## src/rtl/ioctl_sdram_loader.sv

```systemverilog
// Packs the data_io byte download stream into 16-bit words, queues them in a small FIFO
// and drains them to the SDRAM write port; rom_loaded rises once every byte is committed.
module ioctl_sdram_loader #(
  parameter int FIFO_DEPTH = 4,
  parameter int AW         = 22,
  parameter int ROM_INDEX  = 0
) (
  input  logic          clock_48,
  input  logic          reset,
  input  logic          ioctl_downl,
  input  logic [7:0]    ioctl_index,
  input  logic          ioctl_wr,
  input  logic [24:0]   ioctl_addr,
  input  logic [7:0]    ioctl_dout,
  output logic [AW-1:0] ram_addr,
  output logic [15:0]   ram_din,
  output logic [1:0]    ram_ds,
  output logic          ram_we,
  output logic          ram_req,
  input  logic          ram_ack,
  output logic          busy,
  output logic          rom_loaded,
  output logic          overflow,
  output logic          dbg_state
);

  localparam int EW = AW + 18;
  localparam int PW = (FIFO_DEPTH > 1) ? $clog2(FIFO_DEPTH) : 1;

  typedef enum logic {S_IDLE = 1'b0, S_WAIT = 1'b1} state_t;

  logic          wr_q, downl_q;
  logic          idx_match, accept, dl_start, dl_end;
  logic          pend_v, pend_v_nxt;
  logic [23:0]   pend_word, pend_word_nxt;
  logic [7:0]    pend_data, pend_data_nxt;
  logic          push_v, push_v_nxt;
  logic [EW-1:0] push_e, push_e_nxt;
  logic          def_v, def_v_nxt;
  logic [EW-1:0] def_e, def_e_nxt;
  logic [EW-1:0] pend_entry, odd_entry, pair_entry;
  logic [EW-1:0] mem [FIFO_DEPTH];
  logic [EW-1:0] head;
  logic [PW-1:0] wr_ptr, rd_ptr;
  logic [PW:0]   count;
  logic          fifo_empty, fifo_full, push_ok, pop, issue;
  state_t        state, state_nxt;
  logic          seen_dl, all_done;

  assign idx_match = (ioctl_index == 8'(ROM_INDEX));
  assign accept    = ioctl_wr & ~wr_q & ioctl_downl & idx_match;
  assign dl_start  = ioctl_downl & ~downl_q & idx_match;
  assign dl_end    = ~ioctl_downl & downl_q;

  // FIFO entry layout: {word address, {hi,lo}, byte enables}
  assign pend_entry = {pend_word[AW-1:0], pend_data, pend_data, 2'b01};
  assign odd_entry  = {ioctl_addr[AW:1], ioctl_dout, ioctl_dout, 2'b10};
  assign pair_entry = {ioctl_addr[AW:1], ioctl_dout, pend_data, 2'b11};

  // Byte packer. An odd byte that cannot merge with the pending even byte needs two
  // pushes; the second one is parked in def_* for a cycle. Edge detection on ioctl_wr
  // guarantees no new byte is accepted in that cycle.
  always_comb begin
    push_v_nxt    = 1'b0;
    push_e_nxt    = '0;
    def_v_nxt     = 1'b0;
    def_e_nxt     = '0;
    pend_v_nxt    = pend_v;
    pend_word_nxt = pend_word;
    pend_data_nxt = pend_data;
    if (def_v) begin
      push_v_nxt = 1'b1;
      push_e_nxt = def_e;
    end else if (accept) begin
      if (!ioctl_addr[0]) begin
        push_v_nxt    = pend_v;
        push_e_nxt    = pend_entry;
        pend_v_nxt    = 1'b1;
        pend_word_nxt = ioctl_addr[24:1];
        pend_data_nxt = ioctl_dout;
      end else if (pend_v && (ioctl_addr[24:1] == pend_word)) begin
        push_v_nxt = 1'b1;
        push_e_nxt = pair_entry;
        pend_v_nxt = 1'b0;
      end else if (pend_v) begin
        push_v_nxt = 1'b1;
        push_e_nxt = pend_entry;
        def_v_nxt  = 1'b1;
        def_e_nxt  = odd_entry;
        pend_v_nxt = 1'b0;
      end else begin
        push_v_nxt = 1'b1;
        push_e_nxt = odd_entry;
      end
    end else if (dl_end && pend_v) begin
      push_v_nxt = 1'b1;
      push_e_nxt = pend_entry;
      pend_v_nxt = 1'b0;
    end
  end

  assign fifo_empty = (count == '0);
  assign fifo_full  = (count == (PW+1)'(FIFO_DEPTH));
  assign push_ok    = push_v & (~fifo_full | pop);
  assign head       = mem[rd_ptr];

  always_ff @(posedge clock_48) begin
    if (push_ok) mem[wr_ptr] <= push_e;
  end

  // SDRAM handshake: a request is posted by toggling ram_req with ram_addr/ram_din/ram_ds
  // valid and held; it completes when the SDRAM makes ram_ack equal ram_req again.
  // Only one request is outstanding; the FIFO head is released when it completes.
  always_comb begin
    state_nxt = state;
    issue     = 1'b0;
    pop       = 1'b0;
    case (state)
      S_IDLE: if (!fifo_empty) begin
        issue     = 1'b1;
        state_nxt = S_WAIT;
      end
      S_WAIT: if (ram_ack == ram_req) begin
        pop       = 1'b1;
        state_nxt = S_IDLE;
      end
    endcase
  end

  assign all_done  = fifo_empty & ~pend_v & ~push_v & ~def_v & (state == S_IDLE);
  assign busy      = ~fifo_empty | pend_v | push_v | def_v | (state == S_WAIT);
  assign ram_we    = ioctl_downl | busy;
  assign dbg_state = (state == S_WAIT);

  always_ff @(posedge clock_48 or posedge reset) begin
    if (reset) begin
      wr_q       <= 1'b0;
      downl_q    <= 1'b0;
      pend_v     <= 1'b0;
      pend_word  <= '0;
      pend_data  <= '0;
      push_v     <= 1'b0;
      push_e     <= '0;
      def_v      <= 1'b0;
      def_e      <= '0;
      wr_ptr     <= '0;
      rd_ptr     <= '0;
      count      <= '0;
      overflow   <= 1'b0;
      state      <= S_IDLE;
      ram_addr   <= '0;
      ram_din    <= '0;
      ram_ds     <= 2'b00;
      ram_req    <= 1'b0;
      seen_dl    <= 1'b0;
      rom_loaded <= 1'b0;
    end else begin
      wr_q      <= ioctl_wr;
      downl_q   <= ioctl_downl;
      pend_v    <= pend_v_nxt;
      pend_word <= pend_word_nxt;
      pend_data <= pend_data_nxt;
      push_v    <= push_v_nxt;
      push_e    <= push_e_nxt;
      def_v     <= def_v_nxt;
      def_e     <= def_e_nxt;
      state     <= state_nxt;

      if (push_ok) wr_ptr <= wr_ptr + PW'(1);
      if (pop)     rd_ptr <= rd_ptr + PW'(1);
      case ({push_ok, pop})
        2'b10:   count <= count + (PW+1)'(1);
        2'b01:   count <= count - (PW+1)'(1);
        default: count <= count;
      endcase
      if (push_v && !push_ok) overflow <= 1'b1;

      if (issue) begin
        ram_addr <= head[EW-1:18];
        ram_din  <= head[17:2];
        ram_ds   <= head[1:0];
        ram_req  <= ~ram_req;
      end

      if (dl_start) begin
        seen_dl    <= 1'b1;
        rom_loaded <= 1'b0;
      end else if (!ioctl_downl && seen_dl && all_done) begin
        rom_loaded <= 1'b1;
      end
    end
  end

endmodule

```

## config.mk

```make
export PLATFORM = sky130hd
export DESIGN_NAME = ioctl_sdram_loader
export DESIGN_NICKNAME = d
export VERILOG_FILES = /design/src/rtl/ioctl_sdram_loader.sv
export SDC_FILE = /design/constraint.sdc
export NUM_CORES = 1
export LEC_CHECK = 0
export CELL_PAD_IN_SITES_DETAIL_PLACEMENT = 1
export CELL_PAD_IN_SITES_GLOBAL_PLACEMENT = 2
export CORE_MARGIN = 8
export CORE_UTILIZATION = 45
export CTS_BUF_LIST = sky130_fd_sc_hd__clkbuf_8
export DETAILED_ROUTE_END_ITERATION = 16
export GPL_ROUTABILITY_DRIVEN = 0
export GPL_TIMING_DRIVEN = 0
export PLACE_DENSITY_LB_ADDON = 0.1
export SETUP_SLACK_MARGIN = 0.02
export SYNTH_ARGS = -nofsm -noshare
export SYNTH_HDL_FRONTEND = slang
export SYNTH_SLANG_ARGS = --single-unit
```

## constraint.sdc

```tcl
create_clock -name clock_48 -period 8 [get_ports clock_48]
set_clock_uncertainty 0.2 [all_clocks]
set_input_delay 1.6 -clock clock_48 [delete_from_list [all_inputs] [get_ports clock_48]]
set_output_delay 1.6 -clock clock_48 [all_outputs]
set_load 0.005 [all_outputs]
```

==> summary.txt, run 1 <==
status: finished, final reports clean
hold_ws: 0.264 ns
pin slew with the least headroom to its limit: 0.863 ns
Core Region: 0.0287 mm2
routed len/inst: 22.3 um
most frequent cells in the layout: edfxtp_1, dfrtp_1, clkdlybuf4s50_1
site row count: 62
Power Total: 4310 uW
Final min period: 4.60 ns
Max H-tree Level: 2
Max stage delay cell, worst path: clkdlybuf4s50_1
YS warnings: 0
FMAX: 0.217 GHz
maxcap violations: 0
most common cell after layout, fill and taps aside: edfxtp_1
CP Capture Type: primary output
IR drop worst, VDD: 0.000121 V
DRT antenna net count: 0
CTS tree: built
via count: 7708
relative slew slack: 42.4%
Max Slew Vio Count: 0
Seq/Total Area, Yosys: 67.1%
Max clock buf depth: 3
via/cell ratio: 5.46
Max FO, Critical Path: 6
fraction of layout cells with a size suffix above 1: 21.0%
Tcrit/Tclk final: 57.5%
RSZ-0062 raised after global routing: no
critical path class: primary input to primary output
DR DRC count: 0
clk sink count: 319
asr flop ratio synth: 49.8%
met3 WL: 1440 um
Seq cells post-synth: 319
slowest stage delay, CP: 0.55 ns
Top Layer Used: met4
post-CTS sizing: 0
PortBufs: 90
Worst R2R Start: ram_req$_DFFE_PP0P_
syn_nets: 888
Synth area leader: edfxtp_1
Clock power frac: 33.3%
placed instance area: 0.0146 mm2
Primary FF master, synth: edfxtp_1
Req. time, crit path: 6.20 ns
WP data arrival: 2.80 ns
n_diodes: 0
CP cell instances: clkdlybuf4s50_1 > nor2_1 > inv_1 > clkdlybuf4s50_1
largest net degree at the start of global routing: 92
Overflow after GRT: 0
Area Growth Syn to Fin: 19.7%
Pwr Density: 275 mW/mm2
final hold vios: 0
# IOs: 92
WL met1: 13900 um
Starting DRT DRC Count: 367
Sw Ratio: 26.3%
Comb pwr share: 21.9%
syn avg cell area: 15.6 um2
top cell family by delay on the critical path: buffers and inverters
CTS root buf: clkbuf_8
GRT Total Usage: 18.4%
Synth area leaders: edfxtp_1, dfrtp_1, mux4_2
Syn Inst Count: 837
first-pass GRT wire length: 50600 um
met2 WL: 15700 um
vias in the first global route: 8867
setup bufs post-CTS: 0
type of origin of the critical path: primary input
die area: 0.0348 mm2
Clock transition at path regs: 0.06 ns
P_sw: 1130 uW
area share of the largest cell type after synthesis: 36.7%
sequential share of power: 44.8%
TritonCTS buffer count: 53
Detail Placement HPWL: 21300 um
Hold WC Path Type: flip-flop to flip-flop
EDFF count, synth: 160
final instance area: 0.0157 mm2
worst skew pair latency: 0.59 ns
Final WS setup: 3.40 ns
Yosys cell types: 49
Leak: 0.00605 uW
hold buffer count at CTS: 0
Hold Path Origin: def_e[38]$_DFF_PP0_
Cell Area, Synth: 0.0131 mm2
effective utilization at floorplan: 45.6%
Die W: 187 um
Final Net Count: 1038
Total Wirelength: 31500 um
Die Ht: 187 um
cell-internal power: 3180 uW
Most Frequent Cell on Critical Path: clkdlybuf4s50_1
WP buf/inv: 3
Initial DRT Pass Iterations: 4
Final setup viols: 0
initial antenna violation count: 0
Place WS: 3.12 ns
crit path from: ioctl_downl
-- power by group through the flow --
stage,logic (uW),registers (uW),clock network [uW]
2_1_floorplan,531,1950,0
3_3_place_gp,939,1960,0
3_5_place_dp,969,1970,0
4_1_cts,971,1930,1490
5_1_grt,1030,1950,1550
6_report,944,1930,1440
-- metal layers --
layer | track usage, % | vias up
met5 | 0 | -
met4 | 5.86 | 0
met3 | 3.37 | 47
met2 | 31.0 | 181
met1 | 23.9 | 4022
li1 | - | 3458
-- worst register-to-register path: stages (launching register included) --
cell     delay [ns]
dfrtp_1        0.44
xnor2_1        0.57
nand2_1        0.39
a31oi_1        0.52
and2_2         0.56
buf_12         0.27
-- logic make-up after synthesis --
| kind of cell | share of synthesized area, % |
|---|---|
| XOR/XNOR | 1.94 |
| flip-flops | 67.1 |
| AO/OA/AOI/OAI | 7.00 |
| AND/OR/NAND/NOR | 6.03 |
| buffers and inverters | 2.06 |
| adder cells (fa/ha/maj) | 0.535 |
| multiplexers | 15.4 |
-- final cells by class --
cell class	instances	area, um2
Fill cell	2789	13000
Sequential cell	319	8780
Multi-Input combinational cell	460	4050
Timing Repair Buffer	95	1010
Clock buffer	58	798
Tap cell	384	480
Clock inverter	39	280
Buffer	49	236
Inverter	9	41.3
-- final timing paths --
check	endpoint	slack, ns	depth (start not counted)
worst max-delay path	ram_we	3.40	4
worst min-delay path	push_e[38]$_DFF_PP0_	0.26	2
worst max register to register	mem[0][26]$_DFFE_PP_	4.69	5
worst min register to register	push_e[38]$_DFF_PP0_	0.26	2
max in group asynchronous	ram_addr[5]$_DFFE_PP0P_	5.46	3
min in group asynchronous	overflow$_DFFE_PP0P_	1.26	2
-- flip-flops by register name, summed over array words and instances (netlist names), 2 cells and up --
register   count
mem          160
wr_ptr         2
ram_din       16
push_e        40
pend_data      8
ram_ds         2
pend_word     24
count          3
ram_addr      22
rd_ptr         2
def_e         31
-- per-stage QoR --
step	util, %	TNS, ns	instances
final	54.6	0	1413
after global routing	54.6	0	1413
after CTS	54.6	0	1413
after detailed placement	50.9	0	1316
after global placement	50.4	-117.17	1311
after floorplan	-	0	837
-- synth_stat cells, drive strengths merged (2+ instances only) --
| library cell | count |
|---|---|
| xnor2 | 28 |
| nand4 | 7 |
| dfrtp | 159 |
| edfxtp | 160 |
| mux2 | 72 |
| ha | 4 |
| a211oi | 21 |
| or2 | 2 |
| a22oi | 9 |
| clkbuf | 32 |
| mux2i | 30 |
| nor4 | 2 |
| buf | 17 |
| inv | 9 |
| mux4 | 40 |
| o21ai | 20 |
| nand2 | 58 |
| a21oi | 28 |
| nand2b | 3 |
| nor2 | 34 |
| o31ai | 21 |
| o2bb2a | 21 |
| a41o | 2 |
| nor3 | 3 |
| a21o | 2 |
| nor2b | 2 |
| and2 | 35 |
| nand3 | 3 |
No activity file was read; power rests on OpenSTA's default activity.
==> inputs of run 2 (changes only) <==
CORE_UTILIZATION = 40   (was 45)
clock period = 4.1 ns   (was 8 ns; I/O delays follow)
==> summary.txt, run 2 (synthesis gave the netlist of run 1 again) <==
Placed Instances: 1377 (+4.6%)
Final setup viols: 0 (unchanged)
setup bufs post-CTS: 0 (unchanged)
site row count: 66 (+6.5%)
Place WS: 0.177 ns (-2.94 ns)
GRT Total Usage: 17.1% (-1.3 points)
Pwr Density: 542 mW/mm2 (+97%)
Die W: 197 um (+5.5%)
Hold Path Origin: overflow$_DFFE_PP0P_
pin slew with the least headroom to its limit: 0.935 ns (+0.0711 ns)
Total Wirelength: 32700 um (+3.7%)
Max FO, Critical Path: 5 (-1)
clk sink count: 319 (unchanged)
met3 WL: 1360 um (-5.6%)
Worst R2R Path Depth: 5 (unchanged)
Initial DRT Pass Iterations: 4 (unchanged)
most common cell after layout, fill and taps aside: edfxtp_1
Final WS setup: 0.498 ns (-2.90 ns)
sequential share of power: 43.9% (-0.9 points)
WL met1: 14300 um (+3.1%)
Die Ht: 197 um (+5.5%)
# IOs: 92 (unchanged)
CTS tree: built
Area Growth Syn to Fin: 21.2%
biggest regs: mem: 160 flops, push_e: 40 flops, def_e: 31 flops
fraction of layout cells with a size suffix above 1: 21.6% (+0.61 points)
worst skew pair latency: 0.58 ns (about the same)
Tcrit/Tclk final: 87.8%
effective utilization at floorplan: 40.5% (-5.2 points)
initial antenna violation count: 1 (+1)
FMAX: 0.278 GHz
relative slew slack: 37.5% (-5.0 points)
hold_ws: 0.268 ns (+0.00404 ns)
Clock power frac: 34.5% (+1.2 points)
Core Region: 0.0324 mm2 (+13%)
routed len/inst: 22.1 um (-0.96%)
CP Capture Type: primary output
Hold WC Path Type: flip-flop to flip-flop
via count: 7704 (-0.052%)
reg-to-reg slack, setup: 1.05 ns (-3.64 ns)
Sw Ratio: 26.4% (+0.099 points)
IR drop worst, VDD: 0.000296 V (+140%)
DR DRC count: 0 (unchanged)
Starting DRT DRC Count: 357 (-2.7%)
most frequent cells in the layout: edfxtp_1, dfrtp_1, clkdlybuf4s50_1
TritonCTS buffer count: 54 (+1.9%)
PortBufs: 90 (unchanged)
die area: 0.0388 mm2 (+11%)
critical path class: flip-flop to primary output
Comb pwr share: 21.6% (-0.3 points)
Leak: 0.00609 uW (+0.76%)
DRT antenna net count: 0 (unchanged)
type of origin of the critical path: flip-flop
post-route insts no fill: 1480 (+4.7%)
post-CTS sizing: 0 (unchanged)
Max H-tree Level: 2 (unchanged)
met2 WL: 16300 um (+3.5%)
Final min period: 3.60 ns
status: finished, final reports clean
final hold vios: 0 (unchanged)
cell-internal power: 6330 uW (+99%)
CTS root buf: clkbuf_8
Max clock buf depth: 3 (unchanged)
via/cell ratio: 5.21 (-4.6%)
Overflow after GRT: 0 (unchanged)
max reg flops: 160 (unchanged)
vias in the first global route: 8840 (-0.30%)
WP data arrival: 2.58 ns (-0.22 ns)
Hold Crit Depth: 1 (-1)
Reg with most FFs: mem
Max Slew Vio Count: 0 (unchanged)
Final Net Count: 1042 (+0.39%)
Detail Placement HPWL: 22700 um (+6.6%)
hold buffer count at CTS: 0 (unchanged)
Worst R2R Start: ram_req$_DFFE_PP0P_
maxcap violations: 0 (unchanged)
P_sw: 2270 uW (+100%)
first-pass GRT wire length: 51300 um (+1.3%)
Top Layer Used: met4
Clock transition at path regs: 0.06 ns (about the same)
RSZ-0062 raised after global routing: no
Reg-to-Reg End: mem[0][27]$_DFFE_PP_
Worst Hold Path EP: overflow$_DFFE_PP0P_
Req. time, crit path: 3.08 ns (-3.12 ns)
largest net degree at the start of global routing: 39 (-58%)
[run 2: critical path: stages, from the launching register on]
cell,delay (ns)
dfrtp_1,0.43
nor3_1,0.32
nand2b_1,0.10
or4_1,0.49
nor2_1,0.17
inv_1,0.06
clkdlybuf4s50_1,0.45
[run 2: stage by stage]
stage | power, uW | instance area (um2) | utilization (%) | setup TNS (ns)
global placement | 5680 | 14600 | 45.0 | -208.62
finish | 8600 | 15900 | 49.0 | 0
global route | 9020 | 15900 | 49.0 | 0
detailed placement | 5750 | 14700 | 45.5 | 0
floorplan | 4840 | 13100 | - | 0
CTS | 8770 | 15900 | 49.0 | 0
[run 2: metal layers]
layer | track usage (%) | vias up
met5 | 0 | -
met4 | 5.35 | 0
met3 | 3.60 | 74
met2 | 29.2 | 164
met1 | 21.6 | 4003
li1 | - | 3463
[run 2: power groups by stage]
stage	Clock [uW]	Sequential, uW	Combinational [uW]
after global placement	0	3830	1850
after CTS	3060	3790	1920
after detailed placement	0	3850	1900
after floorplan	0	3800	1040
after global routing	3180	3810	2020
final	2960	3780	1860
[run 2: worst max path at each step]
stage,from,to,depth (start not counted),slack [ns]
after floorplan,ram_ack,mem[0][0]$_DFFE_PP_,4,0.88
after global placement,ram_ack,mem[0][25]$_DFFE_PP_,5,-0.80
after detailed placement,ram_ack,mem[0][24]$_DFFE_PP_,6,0.18
after CTS,count[1]$_DFFE_PP0P_,ram_we,6,0.45
after global routing,count[1]$_DFFE_PP0P_,ram_we,6,0.34
final,count[1]$_DFFE_PP0P_,ram_we,6,0.50
[run 2: layout make-up]
cell class	instances	area (um2)
Antenna cell	1	2.50
Buffer	49	236
Clock buffer	61	840
Clock inverter	41	307
Fill cell	3192	16500
Inverter	9	37.5
Multi-Input combinational cell	460	4050
Sequential cell	319	8780
Tap cell	442	553
Timing Repair Buffer	98	1060
